### src/rtl/shift_arbiter_pkg.sv
// Shared definitions for the shift arbiter: widths, per-pass step limit and FSM states.
package shift_arbiter_defs;

  localparam int unsigned DATA_W   = 4;
  localparam int unsigned AMT_W    = 4;
  localparam int unsigned MAX_STEP = 3;

  typedef enum logic [1:0] {
    ST_IDLE  = 2'd0,
    ST_SHIFT = 2'd1,
    ST_DONE  = 2'd2
  } state_e;

endpackage

### src/rtl/shift_arbiter_shifter.sv
// Shared 4-bit arithmetic right shifter, 0-3 positions per pass.
module arithmetic_right_shifter
  import shift_arbiter_defs::*;
(
  input  logic [DATA_W-1:0] a_i,
  input  logic [1:0]        shamt_i,
  output logic [DATA_W-1:0] y_o
);

  assign y_o = DATA_W'($signed(a_i) >>> shamt_i);

endmodule

### src/rtl/shift_arbiter.sv
// Round-robin arbiter that runs 0-15 bit arithmetic right shifts for two requesters
// through one shared shifter, up to three positions per cycle.
module shift_arbiter
  import shift_arbiter_defs::*;
(
  input  logic                clk,
  input  logic                reset,
  input  logic [1:0]          req_valid,
  input  logic [2*DATA_W-1:0] req_a,
  input  logic [2*AMT_W-1:0]  req_shamt,
  output logic [1:0]          req_ready,
  output logic                resp_valid,
  output logic [DATA_W-1:0]   resp_data,
  output logic                resp_id,
  input  logic                resp_ready,
  output logic                busy
);

  state_e              state_q, state_d;
  logic [DATA_W-1:0]   acc_q, acc_d;
  logic [AMT_W-1:0]    rem_q, rem_d;
  logic                id_q, id_d;
  logic                last_grant_q, last_grant_d;
  logic [1:0]          grant;
  logic [1:0]          step;
  logic [DATA_W-1:0]   shifted;

  always_comb begin
    unique case (req_valid)
      2'b01:   grant = 2'b01;
      2'b10:   grant = 2'b10;
      2'b11:   grant = last_grant_q ? 2'b01 : 2'b10;
      default: grant = 2'b00;
    endcase
  end

  assign step = (rem_q > AMT_W'(MAX_STEP)) ? 2'(MAX_STEP) : rem_q[1:0];

  arithmetic_right_shifter u_shifter (
    .a_i     (acc_q),
    .shamt_i (step),
    .y_o     (shifted)
  );

  always_comb begin
    state_d      = state_q;
    acc_d        = acc_q;
    rem_d        = rem_q;
    id_d         = id_q;
    last_grant_d = last_grant_q;
    req_ready    = '0;
    unique case (state_q)
      ST_IDLE: begin
        req_ready = grant;
        if (|(req_valid & grant)) begin
          state_d      = ST_SHIFT;
          acc_d        = grant[1] ? req_a[2*DATA_W-1:DATA_W] : req_a[DATA_W-1:0];
          rem_d        = grant[1] ? req_shamt[2*AMT_W-1:AMT_W] : req_shamt[AMT_W-1:0];
          id_d         = grant[1];
          last_grant_d = grant[1];
        end
      end
      ST_SHIFT: begin
        // shamt 0 still takes one pass with step 0
        acc_d = shifted;
        rem_d = rem_q - AMT_W'(step);
        if (rem_d == '0) state_d = ST_DONE;
      end
      ST_DONE: begin
        if (resp_ready) state_d = ST_IDLE;
      end
      default: state_d = ST_IDLE;
    endcase
  end

  always_ff @(posedge clk) begin
    if (reset) begin
      state_q      <= ST_IDLE;
      acc_q        <= '0;
      rem_q        <= '0;
      id_q         <= 1'b0;
      last_grant_q <= 1'b1;
    end else begin
      state_q      <= state_d;
      acc_q        <= acc_d;
      rem_q        <= rem_d;
      id_q         <= id_d;
      last_grant_q <= last_grant_d;
    end
  end

  assign resp_valid = (state_q == ST_DONE);
  assign resp_data  = acc_q;
  assign resp_id    = id_q;
  assign busy       = (state_q != ST_IDLE);

endmodule

### config.mk
export PLATFORM = sky130hd
export DESIGN_NAME = shift_arbiter
export DESIGN_NICKNAME = d
export VERILOG_FILES = /design/src/rtl/shift_arbiter_pkg.sv /design/src/rtl/shift_arbiter_shifter.sv /design/src/rtl/shift_arbiter.sv
export SDC_FILE = /design/constraint.sdc
export NUM_CORES = 1
export LEC_CHECK = 0
export BUFFER_PORTS_ARGS = -buffer_cell sky130_fd_sc_hd__buf_2
export CORE_MARGIN = 3
export CORE_UTILIZATION = 47
export DETAILED_ROUTE_END_ITERATION = 10
export PLACE_DENSITY = 0.87
export SKIP_LAST_GASP = 1
export SLEW_MARGIN = 20
export SYNTH_ARGS = -nofsm -noshare
export SYNTH_HDL_FRONTEND = slang
export SYNTH_SLANG_ARGS = --single-unit
### constraint.sdc
create_clock -name clk -period 2.29 [get_ports clk]
set_input_delay 0.458 -clock clk [delete_from_list [all_inputs] [get_ports clk]]
set_output_delay 0.458 -clock clk [all_outputs]
set_load 0.005 [all_outputs]
==> impl_metrics.ini <==
[status]
status = completed

[pwr]
internal-power_w = 0.000649
combinationalPowerShare = 0.520
power.density_nw_per_um2 = 1130
clockPowerShare = 0.156
p_leak_nw = 0.464
irDropWorstVdd_v = 0.000553
switchingPower_w = 0.000467
p_sw_frac = 0.418
seq_power_share = 0.324

[worst_setup_path]
path_buf_inv = 0
critPathArrivalTime_ns = 2.21
end_kind = register
required_ns = 2.50
cpMostUsedCell = nor2_1
crit_type = reg2reg
critPathMaxStageDelay_ns = 0.49
critical_path.cell_chain = nor2_1 > or2_2 > ha_1 > nor2_1 > a21oi_1 > or4b_1 > a211oi_2
critPathLaunchType = register
cpMaxStageDelayCell = or4b_1
cp_top_family = simple AND/OR/NAND/NOR gates
crit_fanout = 9

[placement]
gp_congestion = 0.765
hpwlAfterDp_um = 1510
io_buffers = 29
dp.cells = 145

[cts]
htree_num_levels = 1
clock_sinks = 12
tritoncts = done
clk_path_buf_depth = 2
postCtsSetupRepairBufs = 0
clk_latency_ns = 0.28
numCtsBuffers = 3
path_clk_slew_ns = 0.08
clock-root-buffer = clkbuf_4
cts-resized-gates = 0
cts_hold_buf = 0

[yosys]
ys_ff_latch = 12
ys.flop_type = dfxtp_1
yosysSeqAreaShare = 0.299
synthCells = 104
synthTopCellsByArea = dfxtp_1 30%, mux2i_1 8.7%, a21oi_1 8.1%, nor2_1 7.0%, nor3_1 4.4%
syn-cell-area_um2 = 805
ys_warn_count = 0
yosys.area.top_type = dfxtp_1
ys_types = 36
netlist.area_leader.share = 0.299
syn-mean-instance-area_um2 = 7.74
async_flop_share = 0
synthesis.nets = 126
synth_edf_count = 0

[global_route]
grt_start_max_net_pins = 13
antenna_found_initial = 0
first_global_vias = 751
grt-ovfl-total = 0
grtUsageTotal = 0.198
grt_pass1_wl_um = 3130

[floorplanning]
core_area_um2 = 1560
die_x_um = 47.4
rows = 14
die_area_um2 = 2240
die_y_um = 47.4
io_pins = 30
initial_core_util = 0.516

[sta]
maxSlewViolCount = 0
fmax_mhz = 498
tns_ns = 0
layout_min_cycle_time_ns = 2.01
max-slew-margin-rel = 0.755
timing.final.crit_share = 0.878
worst_slew_pin_slew_ns = 0.367
setup_viol = 0
hold_viol_final = 0
grt_setup_unrepaired = false
skew_ns = 0.00514

[drt]
vias = 844
wl_per_cell_um = 13.2
drtIter0Drc = 12
dr.pass1.iters = 4
wl_um = 1970
via_per_inst = 5.66
drc = 0
ant_nets = 0

[cells_and_area]
drive_above_1_share = 0.353
syn_to_final_growth_pct = 22.7
layout_common_cells = 29 x buf_2, 15 x nor2_1, 13 x a21oi_1, 11 x dfxtp_1
layout_commonest_cell = buf_2
nFillCells = 134
final_cells = 149
nets = 156
antenna_cells = 0

[worst_hold_path]
hp-class = in2reg

[run]
drv_cap = 0
==> sequential cells by signal, summed over array words and instances, names as in the netlist <==
| name | count |
|---|---|
| last_grant_q | 1 |
| rem_q | 4 |
| resp_data | 4 |
| resp_id | 1 |
| state_q | 2 |
==> metal layers <==
layer | global-route usage | vias to the layer above | share of wire
met5 | 0 | - | 0
met4 | 0.0608 | 0 | 0.014
met3 | 0.0460 | 4 | 0.060
met2 | 0.329 | 30 | 0.49
met1 | 0.250 | 384 | 0.43
li1 | - | 426 | -
==> stage by stage <==
| step | worst slack, ns | hold WS (ns) | area [um^2] | utilization | power, W |
|---|---|---|---|---|---|
| final | 0.280 | 0.440 | 987 | 0.633 | 0.00112 |
| after global routing | 0.140 | 0.485 | 987 | 0.633 | 0.00120 |
| after CTS | 0.150 | 0.446 | 986 | 0.632 | 0.00112 |
| after detailed placement | 0.194 | 0.447 | 950 | 0.609 | 0.000941 |
| after global placement | 0.306 | 0.448 | 950 | 0.609 | 0.000916 |
| after floorplan | 0.418 | 0.431 | 805 | - | 0.000797 |
==> worst min-delay path, stage by stage <==
cell and delay, ns:
buf_2 0.08, nor2_1 0.03, nor3_1 0.11
==> cell families (layout without fill, tap and decap cells) <==
| logic type | after synthesis | in the layout | synth area share |
|---|---|---|---|
| compound gates | 29 | 29 | 0.236 |
| flops | 12 | 12 | 0.299 |
| simple gates | 42 | 42 | 0.264 |
| buf+inv | 12 | 41 | 0.0840 |
| fa+ha+maj | 1 | 1 | 0.0155 |
| mux | 8 | 8 | 0.101 |
==> Yosys cell counts, types with 2 or more instances <==
master and instances:
a211oi_1 2, a21oi_1 13, a21oi_2 2, buf_4 3
clkbuf_1 3, dfxtp_1 12, inv_1 3, mux2i_1 7
nand2_1 7, nand2b_1 2, nor2_1 15, nor2b_1 2
nor3_1 7, o21ai_0 3, or2_2 2
==> power groups by stage <==
stage                     Combinational [W]  Sequential [W]  Clock [W]
after floorplan                    0.000477        0.000320          0
after global placement             0.000556        0.000360          0
after detailed placement           0.000577        0.000365          0
after CTS                          0.000580        0.000360   0.000175
after global routing               0.000650        0.000374   0.000180
final                              0.000580        0.000362   0.000175
==> worst paths after layout <==
| kind | cells after the start | to | slack, ns | startpoint |
|---|---|---|---|---|
| hold / removal | 3 | resp_data[3] | 0.44 | req_a[7] |
| setup / recovery | 7 | state_q[1] | 0.28 | rem_q[3] |
| setup reg to reg | 7 | state_q[1] | 0.28 | rem_q[3] |
| hold reg to reg | 2 | resp_id | 0.46 | resp_id |
==> layout make-up <==
type	instances	area [um^2]	share of cell area
Clock buffer	4	36.3	0.0368
Inverter	4	17.5	0.0177
Multi-Input combinational cell	80	497	0.503
Sequential cell	12	241	0.245
Tap cell	16	20.0	0.0203
Timing Repair Buffer	33	175	0.177
No activity file was read; power rests on OpenSTA's default activity.
